--- src/rtl/image_sdram_packer_if.sv ---
// Loader byte bus and SDRAM write-port bus seen by the image packer.
// The master modport is the packer; the slave modport is the loader/controller side.
interface image_sdram_packer_if #(
   parameter int ADDR_WIDTH = 26
);
   logic                  image_download;
   logic                  wr_8bit;
   logic [ADDR_WIDTH-1:0] addr_8bit;
   logic [7:0]            data_8bit;
   logic                  sd_req;
   logic [ADDR_WIDTH-1:0] sd_addr;
   logic [31:0]           sd_data;
   logic [3:0]            sd_be;
   logic                  sd_ack;

   modport master (
      input  image_download, wr_8bit, addr_8bit, data_8bit, sd_ack,
      output sd_req, sd_addr, sd_data, sd_be
   );

   modport slave (
      output image_download, wr_8bit, addr_8bit, data_8bit, sd_ack,
      input  sd_req, sd_addr, sd_data, sd_be
   );
endinterface

--- src/rtl/image_sdram_packer.sv ---
// Packs loader image bytes into 32-bit words with byte enables, queues them in a
// small FIFO and presents the head word to the SDRAM write port over req/ack.
module image_sdram_packer #(
   parameter int FIFO_DEPTH = 4,
   parameter int ADDR_WIDTH = 26
) (
   input  logic                  clk,
   input  logic                  reset_n,
   image_sdram_packer_if.master  bus,
   output logic                  busy,
   output logic                  overflow
);
   localparam int PW = (FIFO_DEPTH > 1) ? $clog2(FIFO_DEPTH) : 1;
   localparam int WW = ADDR_WIDTH - 2;
   localparam logic [PW:0] FULL_CNT = (PW+1)'(FIFO_DEPTH);

   // Control state (reset) and datapath state (not reset)
   logic          prev_dl;
   logic          buf_vld;
   logic [WW-1:0] buf_waddr;
   logic [31:0]   buf_data;
   logic [3:0]    buf_be;

   logic [PW-1:0] wr_ptr;
   logic [PW-1:0] rd_ptr;
   logic [PW:0]   count;

   logic [WW-1:0] mem_waddr [FIFO_DEPTH];
   logic [31:0]   mem_data  [FIFO_DEPTH];
   logic [3:0]    mem_be    [FIFO_DEPTH];

   logic          buf_vld_n;
   logic [WW-1:0] buf_waddr_n;
   logic [31:0]   buf_data_n;
   logic [3:0]    buf_be_n;
   logic          push;
   logic [31:0]   push_data;
   logic [3:0]    push_be;
   logic [WW-1:0] push_waddr;
   logic [31:0]   merged_data;
   logic [3:0]    merged_be;
   logic [31:0]   fresh_data;

   logic          accept;
   logic          flush;
   logic [1:0]    lane;
   logic [4:0]    lane_base;
   logic [3:0]    lane_mask;
   logic [WW-1:0] word_addr;
   logic          same_word;
   logic          pop;
   logic          full;
   logic          push_ok;

   assign accept    = bus.wr_8bit && bus.image_download;
   assign flush     = prev_dl && !bus.image_download && buf_vld;
   assign lane      = bus.addr_8bit[1:0];
   assign lane_base = {lane, 3'b000};
   assign lane_mask = 4'b0001 << lane;
   assign word_addr = bus.addr_8bit[ADDR_WIDTH-1:2];
   assign same_word = (word_addr == buf_waddr);

   assign bus.sd_req = (count != '0);
   assign pop        = bus.sd_ack && bus.sd_req;
   assign full       = (count == FULL_CNT);
   assign push_ok    = push && (!full || pop);

   // Head outputs are gated so they read zero whenever nothing is queued
   assign bus.sd_addr = bus.sd_req ? {mem_waddr[rd_ptr], 2'b00} : '0;
   assign bus.sd_data = bus.sd_req ? mem_data[rd_ptr] : '0;
   assign bus.sd_be   = bus.sd_req ? mem_be[rd_ptr] : '0;
   assign busy        = buf_vld || bus.sd_req;

   always_comb begin
      buf_vld_n   = buf_vld;
      buf_waddr_n = buf_waddr;
      buf_data_n  = buf_data;
      buf_be_n    = buf_be;
      push        = 1'b0;
      push_waddr  = buf_waddr;
      push_data   = buf_data;
      push_be     = buf_be;

      merged_data = buf_data;
      merged_data[lane_base +: 8] = bus.data_8bit;
      merged_be   = buf_be | lane_mask;
      fresh_data  = '0;
      fresh_data[lane_base +: 8] = bus.data_8bit;

      if (accept) begin
         if (buf_vld && same_word) begin
            if (merged_be == 4'hF) begin
               push      = 1'b1;
               push_data = merged_data;
               push_be   = merged_be;
               buf_vld_n = 1'b0;
            end else begin
               buf_data_n = merged_data;
               buf_be_n   = merged_be;
            end
         end else begin
            // A discontinuity evicts the old word; the new byte starts a fresh one
            push        = buf_vld;
            buf_vld_n   = 1'b1;
            buf_waddr_n = word_addr;
            buf_data_n  = fresh_data;
            buf_be_n    = lane_mask;
         end
      end else if (flush) begin
         push      = 1'b1;
         buf_vld_n = 1'b0;
      end
   end

   always_ff @(posedge clk or negedge reset_n) begin
      if (!reset_n) begin
         prev_dl  <= 1'b0;
         buf_vld  <= 1'b0;
         wr_ptr   <= '0;
         rd_ptr   <= '0;
         count    <= '0;
         overflow <= 1'b0;
      end else begin
         prev_dl <= bus.image_download;
         buf_vld <= buf_vld_n;
         if (push_ok) wr_ptr <= wr_ptr + 1'b1;
         if (pop)     rd_ptr <= rd_ptr + 1'b1;
         case ({push_ok, pop})
            2'b10:   count <= count + 1'b1;
            2'b01:   count <= count - 1'b1;
            default: count <= count;
         endcase
         if (push && !push_ok) overflow <= 1'b1;
      end
   end

   always_ff @(posedge clk) begin
      buf_waddr <= buf_waddr_n;
      buf_data  <= buf_data_n;
      buf_be    <= buf_be_n;
      if (push_ok) begin
         mem_waddr[wr_ptr] <= push_waddr;
         mem_data[wr_ptr]  <= push_data;
         mem_be[wr_ptr]    <= push_be;
      end
   end
endmodule

--- src/flat_wrapper.sv ---
// flat-port wrapper written by rule: the top's interface ports become plain ports
module image_sdram_packer_flat 
#(
   parameter int FIFO_DEPTH = 4,
   parameter int ADDR_WIDTH = 26
)
  (clk, reset_n, busy, overflow, bus_image_download, bus_wr_8bit, bus_addr_8bit, bus_data_8bit, bus_sd_ack, bus_sd_req, bus_sd_addr, bus_sd_data, bus_sd_be);
  image_sdram_packer_if #(.ADDR_WIDTH(ADDR_WIDTH)) bus_i ();
  input  logic clk;
  input  logic reset_n;
  output logic busy;
  output logic overflow;
  input wire logic [$bits(bus_i.image_download)-1:0] bus_image_download;
  input wire logic [$bits(bus_i.wr_8bit)-1:0] bus_wr_8bit;
  input wire logic [$bits(bus_i.addr_8bit)-1:0] bus_addr_8bit;
  input wire logic [$bits(bus_i.data_8bit)-1:0] bus_data_8bit;
  input wire logic [$bits(bus_i.sd_ack)-1:0] bus_sd_ack;
  output wire logic [$bits(bus_i.sd_req)-1:0] bus_sd_req;
  output wire logic [$bits(bus_i.sd_addr)-1:0] bus_sd_addr;
  output wire logic [$bits(bus_i.sd_data)-1:0] bus_sd_data;
  output wire logic [$bits(bus_i.sd_be)-1:0] bus_sd_be;
  assign bus_i.image_download = bus_image_download;
  assign bus_i.wr_8bit = bus_wr_8bit;
  assign bus_i.addr_8bit = bus_addr_8bit;
  assign bus_i.data_8bit = bus_data_8bit;
  assign bus_i.sd_ack = bus_sd_ack;
  assign bus_sd_req = bus_i.sd_req;
  assign bus_sd_addr = bus_i.sd_addr;
  assign bus_sd_data = bus_i.sd_data;
  assign bus_sd_be = bus_i.sd_be;
  image_sdram_packer #(.FIFO_DEPTH(FIFO_DEPTH), .ADDR_WIDTH(ADDR_WIDTH)) u_core (.clk(clk), .reset_n(reset_n), .bus(bus_i), .busy(busy), .overflow(overflow));
endmodule
--- config.mk ---
export PLATFORM = sky130hd
export DESIGN_NAME = image_sdram_packer_flat
export DESIGN_NICKNAME = d
export VERILOG_FILES = /design/src/rtl/image_sdram_packer_if.sv /design/src/rtl/image_sdram_packer.sv /design/src/flat_wrapper.sv
export SDC_FILE = /design/constraint.sdc
export NUM_CORES = 1
export LEC_CHECK = 0
export CELL_PAD_IN_SITES_DETAIL_PLACEMENT = 0
export CELL_PAD_IN_SITES_GLOBAL_PLACEMENT = 1
export CORE_MARGIN = 1.5
export CORE_UTILIZATION = 44
export CTS_CLUSTER_DIAMETER = 60
export DETAILED_ROUTE_END_ITERATION = 16
export DONT_BUFFER_PORTS = 1
export PLACE_DENSITY = 0.8
export REMOVE_ABC_BUFFERS = 1
export SLEW_MARGIN = 20
export SYNTH_ARGS = -nofsm -noshare
export SYNTH_HDL_FRONTEND = slang
export SYNTH_SLANG_ARGS = --single-unit
--- constraint.sdc ---
create_clock -name clk -period 3.1 [get_ports clk]
set_input_delay 0.155 -clock clk [delete_from_list [all_inputs] [get_ports clk]]
set_output_delay 0.155 -clock clk [all_outputs]
set_load 0.05 [all_outputs]
# After elaboration in Yosys (flattened, before gate mapping)
# Memory sizes are Yosys's and may differ from the RTL's.
# Index checks and enable logic that the tools add are counted.
word_totals:
  inputBits: 39
  register_bits: 70
  n_memories: 3
  ram_bits: 240
  elab_cells: 73
  output_inout_bits: 65
memory_table:
  columns: ["memory", "depth", "word_bits", "rd", "rd_clocked_by_memory_dff", "write_ports", "line", "text"]
  rows:
  - ["u_core.mem_data", 4, 32, 1, 0, 1, "image_sdram_packer.sv:29", "logic [31:0] mem_data [FIFO_DEPTH];"]
  - ["u_core.mem_waddr", 4, 24, 1, 0, 1, "image_sdram_packer.sv:28", "logic [WW-1:0] mem_waddr [FIFO_DEPTH];"]
  - ["u_core.mem_be", 4, 4, 1, 0, 1, "image_sdram_packer.sv:30", "logic [3:0] mem_be [FIFO_DEPTH];"]
op_classes:
  n_reduce_logical: 18
  shifts: 3
  bitwise: 3
  n_addsub: 5
  mux: 25
  n_eq_ne: 7
ops:
  columns: ["operator", "n"]
  rows:
  - ["two-way mux 32 bit", 6]
  - ["AND 32 bit", 1]
  - ["bitwise mux 32 bit", 1]
  - ["variable shift 8 x 7 -> 32 bit (first input constant)", 1]
  - ["variable part select 8 x 7 -> 32 bit", 1]
  - ["two-way mux 26 bit", 1]
  - ["== test 24 bit", 1]
  - ["two-way mux 4 bit", 6]
  - ["two-way mux 1 bit", 10]
  - ["logical AND 1 bit", 7]
  - ["negator 5 -> 7 bit", 1]
  - ["one-hot mux 3 bit (2 select lines)", 1]
  - ["AND reduction 2 bit", 3]
  - ["adder 2 x 1 -> 2 bit (second input constant)", 2]
  - ["== test 4 bit (second input constant)", 1]
  - ["OR 4 bit", 1]
  - ["nonzero test 2 bit", 2]
  - ["left shift 1 x 2 -> 4 bit (first input constant)", 1]
  - ["adder 3 x 1 -> 3 bit (second input constant)", 1]
  - ["== test 3 bit (second input constant)", 1]
  - ["zero test 1 bit", 3]
  - ["inequality test 3 bit (second input constant)", 1]
  - ["nonzero test 3 bit", 1]
  - ["subtractor 3 x 1 -> 3 bit (second input constant)", 1]
  - ["other kinds (5)", 6]

# Logic depth before layout (Yosys ltp)
# Gate-level depths: netlist of the first run.
logic_depth:
  ltp_word: 9
  ltp_mapped: 12
  depth_no_buf: 12

# Least setup slack after synthesis of the first run
# OpenSTA, ideal clock, no wires.
synth_timing:
  path_type: "in2reg"
  startpoint: "input bus_addr_8bit[0]"
  endpoint: "memory u_core.mem_be[0][0] (enable)"
  stages: 8
  path_slack_ns: -0.132
  required_time_ns: 2.675
  setup_time_ns: 0.425
  n_path_buf: 0
  arrival_ns: 2.807
  cell_sequence: "inv_1 -> ha_1 -> o22a_1 -> o221ai_1 -> or2_2 -> o21ai_0 -> a31o_2 -> and3_1"
synth_between:
  elab_chain_cells: 9
synth_rtl:
  columns: ["item", "line", "text"]
  rows:
  - ["start: declaration", "flat_wrapper.sv:15", "input wire logic [$bits(bus_i.addr_8bit)-1:0] bus_addr_8bit;"]
  - ["left shift 1 x 2 -> 4 bit", "image_sdram_packer.sv:59", "assign lane_mask = 4'b0001 << lane;"]
  - ["OR 4 bit", "image_sdram_packer.sv:86", "merged_be = buf_be | lane_mask;"]
  - ["== test 4 bit", "image_sdram_packer.sv:92", "if (merged_be == 4'hF) begin"]
  - ["two-way mux 1 bit", "image_sdram_packer.sv:92", null]
  - ["two-way mux 1 bit", "image_sdram_packer.sv:91", "if (buf_vld && same_word) begin"]
  - ["two-way mux 1 bit", "image_sdram_packer.sv:90", "if (accept) begin"]
  - ["logical AND 1 bit", "image_sdram_packer.sv:66", "assign push_ok = push && (!full || pop);"]
  - ["two-way mux 1 bit", "image_sdram_packer.sv:141", "if (push_ok) begin"]
  - ["two-way mux 1 bit (implied by the code)", "image_sdram_packer.sv:144", "mem_be[wr_ptr] <= push_be;"]
  - ["end: declaration", "image_sdram_packer.sv:30", null]
# Every way passes these cells.

# Worst setup path after layout of the first run
layout_timing:
  startpoint: "register u_core.buf_waddr[20]"
  endpoint: "memory u_core.mem_data[2][1] (enable)"
layout_between:
  elab_chain_cells: 7
layout_rtl:
  columns: ["item", "line", "text"]
  rows:
  - ["start: declaration", "image_sdram_packer.sv:20", "logic [WW-1:0] buf_waddr;"]
  - ["start signal: assignment", "image_sdram_packer.sv:138", "buf_waddr <= buf_waddr_n;"]
  - ["== test 24 bit", "image_sdram_packer.sv:61", "assign same_word = (word_addr == buf_waddr);"]
  - ["logical AND 1 bit", "image_sdram_packer.sv:91", null]
  - ["two-way mux 1 bit", "image_sdram_packer.sv:91", null]
  - ["two-way mux 1 bit", "image_sdram_packer.sv:90", null]
  - ["logical AND 1 bit", "image_sdram_packer.sv:66", null]
  - ["two-way mux 1 bit", "image_sdram_packer.sv:141", null]
  - ["two-way mux 1 bit (implied by the code)", "image_sdram_packer.sv:143", "mem_data[wr_ptr] <= push_data;"]
  - ["end: declaration", "image_sdram_packer.sv:29", null]
# Every way passes these cells.

==> results.ini, run 1 <==
[critical_path]
cp_common_cell = buf_4
crit_arrival_ps = 3100
start_kind = flip-flop
cpPeakStageDelay_ps = 460
cpMaxStageDelayCell = edfxtp_1
end_kind = flip-flop
crit_type = flip-flop to flip-flop
cp_cell_sequence = xor2_1, nor4_1, nand4_1, nand4b_2, buf_4, a31o_2, and3_2, buf_4
required_ps = 3300
cp_max_fo = 43

[final_layout]
finalNonFillerCells = 1111
final_area_um2 = 14500
final_cell_mix = edfxtp_1, and2_1, a22o_1, mux4_2, dlygate4sd3_1
nets = 763
areaGrowthSynthToFinish_pct = 14.6
final_layout_size_suffix_gt1_share_pct = 19.7
mostFrequentLayoutCell = edfxtp_1
post-route-util_pct = 51.7

[placed_design]
port_buffers = 0
post-place-ws_ps = 182
hpwlAfterDp_mm = 15.9
dpl-instance-area_um2 = 13200
dp_cells = 1020
place.gp.congestion = 0.778

[routing]
drtAntennaViolNets = 0
drc = 0
first_pass_iters = 5
viasPerCell = 5.68
drt_iter0_drc = 443
wl_mm = 25.6
num_vias = 6314
wire_per_inst_um = 23.1

[die]
start_util_pct = 45.1
core.rowCount = 61
die-width_um = 173
placeableCoreArea_um2 = 28100
dieArea_um2 = 29800
die_h_um = 173
num_io_pins = 104

[global_route]
grt_pass1_wl_mm = 40.5
grt_use_total_pct = 17.4
gr-total-overflow = 0
grt_pass1_vias = 6918
antenna_found_initial = 1
grt_max_degree = 64

[synth]
synth_top_flop_cell = edfxtp_1
synthCells = 660
async_reset_ff_share_pct = 3.23
synth-seq-cells = 310
synth.avg_cell_area_um2 = 19.2
synth.distinct_cells = 45
ys_seq_area_share_pct = 73.0
syn_area_um2 = 12700
ys_warn_count = 0
synth_edf_count = 300

[cts]
cts_sinks = 310
cts_tree = done
cts_root_buf = clkbuf_16
cts_max_level = 1
cts_buffers = 28
path_clk_slew_ps = 60
cts_setup_buffers = 0
worstSkewPairLatency_ps = 550
clockBufferDepth = 3

[sta]
finalCriticalPeriod_ps = 2900
rsz0062_at_grt = false
finalCritPeriodShare_pct = 93.5
setup-violations-final = 0
hold_violations = 0
fin_ws_ps = 203
slew_headroom_pct = 52.4
finalMaxSlewViolations = 0
tightest_slew_ps = 714
finClkSkew_ps = 28.7
fmax_mhz = 345

[hold_path]
hp-class = primary input to flip-flop

[power_and_ir_drop]
power_density_nw_per_um2 = 929
p_leak_nw = 4.76
ir_worst_vdd_mv = 0.490
p_total_mw = 13.5

[job]
max-cap-violations = 0

[outcome]
status = completed

## cells by family (layout without fill, tap and decap cells)
family	after synthesis	count (layout)	synth area share (%)
buffers and inverters	48	119	1.49
XOR/XNOR	29	29	2.00
AO/OA/AOI/OAI	77	77	5.21
flip-flops	310	310	73.0
multiplexers	62	62	10.8
other	1	3	0.0296
AND/OR/NAND/NOR	120	120	6.05
adder cells (fa/ha/maj)	13	13	1.34
## area by class of cell
type                            count  area [um2]
Inverter                           10        37.5
Multi-Input combinational cell    303        3250
Clock buffer                       30         708
Timing Repair Buffer               58         583
Clock inverter                     21         215
Tap cell                          378         473
Fill cell                        2204       13600
Sequential cell                   310        9260
Antenna cell                        1        2.50
## critical path, delay by kind of cell (launching register included)
family          cells  cell delay [ps]
compound gates      1              300
buf+inv             2              530
flops               1              460
xor+xnor            1              220
simple gates        4             1010
## cell usage after synthesis, types with 10 or more instances
cell	count	area share [%]
a22o_1	64	4.4
xor2_1	15	1.0
xnor2_1	14	0.97
buf_1	13	0.38
edfxtp_1	300	71
and2_1	66	3.3
mux4_2	60	11
inv_1	10	0.30
ha_1	12	1.2
nor2_1	13	0.38
dfrtp_1	10	2.0
clkbuf_1	22	0.65
## routing by layer
metal | part of all wire [%] | routed length [um] | up-vias | global-route usage [%]
met3 | 5.8 | 1480 | 40 | 3.54
li1 | - | - | 2752 | -
met4 | 1.9 | 483 | 0 | 5.07
met5 | 0 | 0 | - | 0
met1 | 42 | 10700 | 3302 | 22.4
met2 | 51 | 13000 | 220 | 30.1
## final timing paths
check                                          start               endpoint  slack [ps]  cells past startpoint
worst max register to register  u_core.buf_waddr[20]  u_core.mem_data[2][1]         200                      8
max in group asynchronous                    reset_n       u_core.rd_ptr[0]        2210                      2
worst max-delay path            u_core.buf_waddr[20]  u_core.mem_data[2][1]         200                      8
min in group asynchronous                    reset_n        u_core.overflow         530                      2
worst min register to register       u_core.count[2]        u_core.count[2]         530                      1
worst min-delay path                bus_addr_8bit[1]       u_core.buf_be[1]         140                      3
## through the flow
stage | TNS (ps) | hold slack, ps
2_1_floorplan | -60640 | -141
6_report | 0 | 137
3_3_place_gp | 0 | -140
5_1_grt | 0 | 171
3_5_place_dp | 0 | -140
4_1_cts | 0 | 110
## timing repair
action | 4_1_cts | 5_1_grt
setup endpoints to repair | 0 | 21
hold buffers | 39 | 0
endpoints found under the hold margin | 202 | 0
gates resized for setup | 0 | 2
## where the power goes
part | switching [mW] | total (mW) | internal (mW)
clock | 1.44 | 3.43 | 1.99
combinational | 3.31 | 4.61 | 1.30
sequential | 0.360 | 5.47 | 5.11
## flip-flops by register name, indices dropped and copies added, names as in the netlist
register	count
u_core.overflow	1
u_core.wr_ptr	2
u_core.buf_data	32
u_core.mem_data	128
u_core.mem_waddr	96
u_core.mem_be	16
u_core.buf_vld	1
u_core.rd_ptr	2
u_core.buf_be	4
u_core.buf_waddr	24
u_core.prev_dl	1
u_core.count	3
Note: power is estimated with default switching activity, not from simulation.
==> inputs of run 2 (changes only) <==
--- a/config.mk
+++ b/config.mk
@@ -13,7 +13,6 @@
 export DETAILED_ROUTE_END_ITERATION = 16
 export DONT_BUFFER_PORTS = 1
 export PLACE_DENSITY = 0.8
-export REMOVE_ABC_BUFFERS = 1
 export SLEW_MARGIN = 20
 export SYNTH_ARGS = -nofsm -noshare
 export SYNTH_HDL_FRONTEND = slang
==> run 2 against run 1 <==
Compared with the run above: total power up 3.3%; hold slack worse by 140 ps; wire length down 0.35%; the run now ends with negative hold slack left; worst setup slack worse by 9.8 ps; sequential power down 2%; combinational power up 2%; die area unchanged; non-clock buffer count unchanged; via count down 0.57%; largest cell class unchanged; final area up 1.0%.
==> results.ini, run 2 (synthesis results as in run 1) <==
[routing]
drt_iter0_drc = 569  ; was 443
viasPerCell = 5.63  ; was 5.68
drc = 0  ; unchanged
wire_per_inst_um = 22.9  ; was 23.1 um
num_vias = 6278  ; was 6314
wl_mm = 25.5  ; was 25.6 mm
first_pass_iters = 5  ; unchanged
drtAntennaViolNets = 0  ; unchanged

[final_layout]
largestRegisters = u_core.mem_data: 128 flops, u_core.mem_waddr: 96 flops, u_core.buf_data: 32 flops  ; unchanged
final_cell_mix = edfxtp_1, and2_1, a22o_1, mux4_2, dlygate4sd3_1  ; unchanged
post-route-util_pct = 52.3  ; was 51.7%
mostFrequentLayoutCell = edfxtp_1  ; unchanged
largest_reg_flops = 128  ; unchanged
nets = 765  ; was 763
final_layout_size_suffix_gt1_share_pct = 20.6  ; was 19.7%
regMostFlops = u_core.mem_data  ; unchanged
finalNonFillerCells = 1115  ; was 1111
areaGrowthSynthToFinish_pct = 15.8  ; was 14.6%
antenna-diode-count = 0  ; was 1

[outcome]
failed_checks = negative hold slack
status = finished, violations left  ; was completed

[sta]
tightest_slew_ps = 662  ; was 714 ps
finClkSkew_ps = 14.6  ; was 28.7 ps
slew_headroom_pct = 55.9  ; was 52.4%
setup-violations-final = 0  ; unchanged
setup_tns_ps = 0  ; unchanged
finalCriticalPeriod_ps = 2910  ; was 2900 ps
holdWs_ps = -3.79  ; was 137 ps
hold_violations = 3  ; was 0
finalMaxSlewViolations = 0  ; unchanged
rsz0062_at_grt = false  ; unchanged
fmax_mhz = 344  ; was 345 MHz
finalCritPeriodShare_pct = 93.8  ; was 93.5%

[hold_path]
hp-class = primary input to async pin  ; was primary input to flip-flop

[die]
placeableCoreArea_um2 = 28100  ; unchanged
start_util_pct = 45.1  ; unchanged
die-width_um = 173  ; unchanged
dieArea_um2 = 29800  ; unchanged
core.rowCount = 61  ; unchanged
die_h_um = 173  ; unchanged
num_io_pins = 104  ; unchanged

[critical_path]
reg2reg_to = u_core.count[2]  ; was u_core.mem_data[2][1]
timing.rr.start = u_core.buf_waddr[9]  ; was u_core.buf_waddr[20]
end_kind = flip-flop  ; unchanged
rrSetupSlack_ps = 190  ; was 200 ps
start_kind = flip-flop  ; unchanged
crit_arrival_ps = 3340  ; was 3100 ps
crit_type = flip-flop to flip-flop  ; unchanged
r2r_cells = 10  ; was 8
cp_max_fo = 5  ; was 43
required_ps = 3540  ; was 3300 ps

[global_route]
grt_pass1_vias = 6636  ; was 6918
gr-total-overflow = 0  ; unchanged
antenna_found_initial = 0  ; was 1
grt_max_degree = 64  ; unchanged
grt_use_total_pct = 17.2  ; was 17.4%
grt_pass1_wl_mm = 40.1  ; was 40.5 mm

[cts]
cts_root_buf = clkbuf_16  ; unchanged
clockBufferDepth = 3  ; unchanged
path_clk_slew_ps = 70  ; was 60 ps
cts_buffers = 30  ; was 28
cts_max_level = 1  ; unchanged
cts_sinks = 310  ; unchanged
cts_tree = done  ; unchanged
worstSkewPairLatency_ps = 550  ; about the same
ctsResizeCount = 0  ; unchanged

[placed_design]
dp_cells = 1021  ; was 1020
hpwlAfterDp_mm = 15.6  ; was 15.9 mm
place.gp.congestion = 0.803  ; was 0.778
port_buffers = 0  ; unchanged

[power_and_ir_drop]
netSwitchingFraction_pct = 37.2  ; was 37.8%
ir_worst_vdd_mv = 0.471  ; was 0.490 mV
p_seq_share_pct = 38.6  ; was 40.5%
p_leak_nw = 4.82  ; was 4.76 nW
p_sw_mw = 5.19  ; was 5.11 mW
internal_power_mw = 8.77  ; was 8.40 mW
power_density_nw_per_um2 = 951  ; was 929 nW/um2
power_frac_clock_pct = 27.6  ; was 25.4%
p_comb_share_pct = 33.9  ; was 34.1%

[job]
max-cap-violations = 0  ; unchanged

-- run 2: stage by stage --
stage	total power [mW]	worst slack, ps	hold WS [ps]	cell area (um2)
after global routing	14.5	46.8	32.8	14700
after detailed placement	10.2	226	-139	13200
after CTS	14.1	187	13.8	14700
final	14.0	193	-3.79	14700
after floorplan	9.41	134	-141	12700
after global placement	10.1	319	-139	13200
-- run 2: worst max path at each step --
stage | from | to
after floorplan | u_core.buf_waddr[20] | u_core.buf_be[0]
after global placement | u_core.buf_waddr[9] | u_core.count[2]
after detailed placement | u_core.buf_waddr[9] | u_core.count[2]
after CTS | u_core.buf_waddr[9] | u_core.count[2]
after global routing | u_core.buf_waddr[9] | u_core.count[2]
final | u_core.buf_waddr[9] | u_core.count[2]
-- run 2: metal layers --
metal / up-vias / wire length [um] / global-route usage (%) / part of all wire, %
met5: - / 0 / 0 / 0
met4: 0 / 579 / 5.04 / 2.3
met3: 44 / 1260 / 2.77 / 4.9
met2: 205 / 13100 / 29.7 / 51
met1: 3263 / 10600 / 22.7 / 42
li1: 2766 / - / - / -
-- run 2: what timing repair did --
action | CTS | global route
hold buffers | 38 | 0
setup buffers | 0 | 0
hold endpoints to repair | 202 | 0
endpoints found under the setup margin | 0 | 0
-- run 2: final cells by class --
cell class	instances	area [um2]
Multi-Input combinational cell	303	3240
Tap cell	378	473
Fill cell	2172	13400
Sequential cell	310	9260
Clock buffer	32	779
Inverter	10	37.5
Clock inverter	24	289
Timing Repair Buffer	58	593
-- run 2: power groups by stage --
| stage | clock (mW) | sequential, mW | combinational, mW |
|---|---|---|---|
| after detailed placement | 0 | 5.48 | 4.71 |
| after floorplan | 0 | 5.32 | 4.09 |
| after global routing | 4.08 | 5.44 | 4.96 |
| final | 3.85 | 5.38 | 4.72 |
| after global placement | 0 | 5.44 | 4.67 |
| after CTS | 3.90 | 5.39 | 4.79 |
-- run 2: worst max-delay path: stages, from the launching register on --
cell and delay, ps:
edfxtp_1 460, xor2_1 220, nor4_1 340, nand4_1 170, nand4b_2 250, a221oi_1 410
inv_1 110, fa_1 410, nor2_1 140, a32oi_1 120, xnor2_1 160
==> inputs of run 3 (changes only) <==
--- a/config.mk
+++ b/config.mk
@@ -5,6 +5,7 @@
 export SDC_FILE = /design/constraint.sdc
 export NUM_CORES = 1
 export LEC_CHECK = 0
+export ABC_AREA = 1
 export CELL_PAD_IN_SITES_DETAIL_PLACEMENT = 0
 export CELL_PAD_IN_SITES_GLOBAL_PLACEMENT = 1
 export CORE_MARGIN = 1.5
@@ -12,7 +13,8 @@
 export CTS_CLUSTER_DIAMETER = 60
 export DETAILED_ROUTE_END_ITERATION = 16
 export DONT_BUFFER_PORTS = 1
-export PLACE_DENSITY = 0.8
+export GPL_TIMING_DRIVEN = 0
+export PLACE_DENSITY = 0.85
 export SLEW_MARGIN = 20
 export SYNTH_ARGS = -nofsm -noshare
 export SYNTH_HDL_FRONTEND = slang
==> run 3 against run 2 <==
Compared with the run above: the flow now finishes without violations; clock skew is 7.8 ps higher; critical endpoint is now busy; largest power group is now combinational logic; maximum frequency fell by 0.21%; sequential power decreased by 3%; worst setup slack lost 6.2 ps; synthesized cell count is 86% higher; highest routed layer unchanged; cell count increased by 55%; synthesized area increased by 6.2%; register-to-register slack improved by 20 ps; global-route usage is 4.2 points higher.
==> results.ini, run 3 <==
[die]
die-width_um = 178  ; was 173 um
core.rowCount = 63  ; was 61
dieArea_um2 = 31700  ; was 29800 um2
placeableCoreArea_um2 = 29900  ; was 28100 um2
die_h_um = 178  ; was 173 um
start_util_pct = 45.1  ; about the same
num_io_pins = 104  ; unchanged

[routing]
wl_mm = 33.2  ; was 25.5 mm
first_pass_iters = 5  ; unchanged
drc = 0  ; unchanged
wire_per_inst_um = 19.2  ; was 22.9 um
num_vias = 9059  ; was 6278
drtAntennaViolNets = 0  ; unchanged
viasPerCell = 5.25  ; was 5.63
drt_iter0_drc = 788  ; was 569

[final_layout]
final_layout_size_suffix_gt1_share_pct = 12.3  ; was 20.6%
regArea_um2 = 9260  ; about the same
regMostFlops = u_core.mem_data  ; unchanged
nFillCells = 2451  ; was 2172
largest_reg_flops = 128  ; unchanged
mostFrequentLayoutCell = edfxtp_1  ; unchanged
areaGrowthSynthToFinish_pct = 21.1  ; was 15.8%
finalNonFillerCells = 1727  ; was 1115
final_cell_mix = edfxtp_1, nor2_1, o21ai_0, inv_1, nand2_1  ; was edfxtp_1, and2_1, a22o_1, mux4_2, dlygate4sd3_1
antenna-diode-count = 0  ; unchanged
largestRegisters = u_core.mem_data: 128 flops, u_core.mem_waddr: 96 flops, u_core.buf_data: 32 flops  ; unchanged
nets = 1370  ; was 765
multi_input_area_um2 = 4190  ; was 3240 um2

[synth]
syn_area_um2 = 13500  ; was 12700 um2
synthTopCellsByArea = edfxtp_1, nor2_1, o21ai_0, inv_1, nand2_1  ; was edfxtp_1, mux4_2, a22o_1, and2_1, dfrtp_1
ys_warn_count = 0  ; unchanged
synth-seq-cells = 310  ; unchanged
synth.distinct_cells = 35  ; was 45
synth_top_area_cell = edfxtp_1  ; unchanged
synth_top_flop_cell = edfxtp_1  ; unchanged
yosys-top-cells-count = edfxtp_1, nor2_1, o21ai_0  ; was edfxtp_1, and2_1, a22o_1
synth_edf_count = 300  ; unchanged
synthCells = 1230  ; was 660
synthDominantCellAreaShare_pct = 66.9  ; was 71.1%
synth.avg_cell_area_um2 = 10.9  ; was 19.2 um2
async_reset_ff_share_pct = 3.23  ; unchanged
synth_most_common_cell = edfxtp_1  ; unchanged
ys_seq_area_share_pct = 68.8  ; was 73.0%

[cts]
cts_tree = done  ; unchanged
cts_sinks = 310  ; unchanged
cts_buffers = 35  ; was 30
path_clk_slew_ps = 60  ; was 70 ps
cts_root_buf = clkbuf_16  ; unchanged
cts_max_level = 2  ; was 1
clockBufferDepth = 3  ; unchanged
worstSkewPairLatency_ps = 510  ; was 550 ps

[sta]
hold_violations = 0  ; was 3
finalCriticalPeriod_ps = 2910  ; about the same
finalCritPeriodShare_pct = 94.0  ; was 93.8%
tightest_slew_ps = 741  ; was 662 ps
setup-violations-final = 0  ; unchanged
slew_headroom_pct = 50.6  ; was 55.9%
finClkSkew_ps = 22.3  ; was 14.6 ps
fmax_mhz = 343  ; was 344 MHz
rsz0062_at_grt = false  ; unchanged
holdWs_ps = 17.7  ; was -3.79 ps
finalMaxSlewViolations = 0  ; unchanged

[critical_path]
crit_arrival_ps = 2760  ; was 3340 ps
timing.rr.start = u_core.buf_waddr[9]  ; unchanged
cpMaxStageDelayCell = clkbuf_2  ; was edfxtp_1
rrSetupSlack_ps = 210  ; was 190 ps
crit_type = flip-flop to primary output  ; was flip-flop to flip-flop
cp_cell_sequence = nor2_1, nand2_1, inv_2, clkbuf_2, nand2_1  ; was xor2_1, nor4_1, nand4_1, nand4b_2, a221oi_1, inv_1, fa_1, nor2_1, a32oi_1, xnor2_1
cpPeakStageDelay_ps = 540  ; was 460 ps
reg2reg_to = u_core.mem_data[2][16]  ; was u_core.count[2]
start_kind = flip-flop  ; unchanged
cp_common_cell = nand2_1
end_kind = primary output  ; was flip-flop
required_ps = 2940  ; was 3540 ps
cp_max_fo = 10  ; was 5
r2r_cells = 12  ; was 10

[power_and_ir_drop]
power_density_nw_per_um2 = 982  ; was 951 nW/um2
ir_worst_vdd_mv = 0.473  ; was 0.471 mV
p_leak_nw = 5.90  ; was 4.82 nW

[placed_design]
place.gp.congestion = 0.776  ; was 0.803
port_buffers = 0  ; unchanged
hpwlAfterDp_mm = 20.5  ; was 15.6 mm
dp_cells = 1632  ; was 1021

[global_route]
gr-total-overflow = 0  ; unchanged
grt_use_total_pct = 21.4  ; was 17.2%
grt_max_degree = 26  ; was 64
grt_pass1_wl_mm = 50.6  ; was 40.1 mm
antenna_found_initial = 0  ; unchanged
grt_pass1_vias = 8837  ; was 6636

[hold_path]
hold_path_end = u_core.buf_be[1]
hold_depth = 2
hp-class = primary input to flip-flop  ; was primary input to async pin
hold_start = bus_addr_8bit[0]

[outcome]
status = completed  ; was finished, violations left

[job]
max-cap-violations = 0  ; unchanged

run 3: cell count changes in the layout (fill, tap and decap cells not counted), moves of 64 or more:
cell and delta:
nor2_1 +269, nand2_1 +100, a22o_1 -64, and2_1 -66, inv_1 +105, o21ai_0 +173
run 3: cell type report:
class | count | area share (%)
clock inverters | 13 | 0.660
plain buffers | 57 | 1.70
inverters | 121 | 2.82
multi-input cells | 743 | 25.7
clock buffers | 43 | 5.56
repair buffers | 50 | 3.81
flip-flops and latches | 310 | 56.8
well taps | 390 | 2.99
run 3: timing repair:
item / 4_1_cts / 5_1_grt
pin swaps: 2 / 2
gates resized for setup: 110 / 11
endpoints found under the hold margin: 54 / 1
endpoints found under the setup margin: 102 / 101
cloned: 2 / 0
hold buffers: 35 / 1
setup buffers: 0 / 3
run 3: per-stage QoR:
stage	instance area [um2]	total power, mW	util [%]	setup slack [ps]	setup TNS (ps)
3_3_place_gp	14000	11.1	46.8	-2100	-498540
6_report	16300	16.0	54.6	187	0
5_1_grt	16300	16.7	54.6	28.6	0
4_1_cts	16200	16.0	54.3	-42.9	-42.9
3_5_place_dp	14300	11.3	47.7	-416	-25870
2_1_floorplan	13500	9.89	-	-466	-111840
run 3: worst max-delay path by stage:
stage / depth (start not counted) / startpoint / slack, ps / end
2_1_floorplan: 11 / bus_addr_8bit[0] / -470 / u_core.mem_be[0][0]
3_3_place_gp: 11 / bus_addr_8bit[0] / -2100 / u_core.mem_data[2][17]
3_5_place_dp: 13 / bus_addr_8bit[0] / -420 / u_core.mem_data[3][21]
4_1_cts: 6 / u_core.rd_ptr[0] / -40 / bus_sd_be[3]
5_1_grt: 12 / u_core.buf_waddr[10] / 30 / u_core.mem_waddr[2][1]
6_report: 5 / u_core.count[1] / 190 / busy
run 3: cell families after synthesis:
logic type	share of synthesized area, %
and+or+nand+nor	12.4
DFF	68.8
AOI/OAI and AO/OA	11.6
buffers and inverters	5.41
adders and majority gates	1.26
xor gates and xnor gates	0.520
other	0.0278
run 3: metal layers:
layer | share of wire [%] | routed length, um | global-route usage [%] | vias up
li1 | - | - | - | 4378
met1 | 41 | 13700 | 27.4 | 4359
met2 | 50 | 16400 | 36.4 | 273
met3 | 7.1 | 2350 | 4.43 | 49
met4 | 2.2 | 737 | 6.69 | 0
met5 | 0 | 0 | 0 | -
run 3: worst max-delay path, delay by kind of cell, from the launching register on:
family / cells / cell delay (ps)
DFF: 1 / 390
and+or+nand+nor: 3 / 950
buffers and inverters: 2 / 910
run 3: power by group:
group / switching, mW / internal (mW) / leakage (nW)
clock: 1.57 / 2.16 / 0.490
combinational: 5.45 / 1.59 / 2.54
sequential: 0.178 / 5.06 / 2.87
total: 7.20 / 8.81 / 5.90
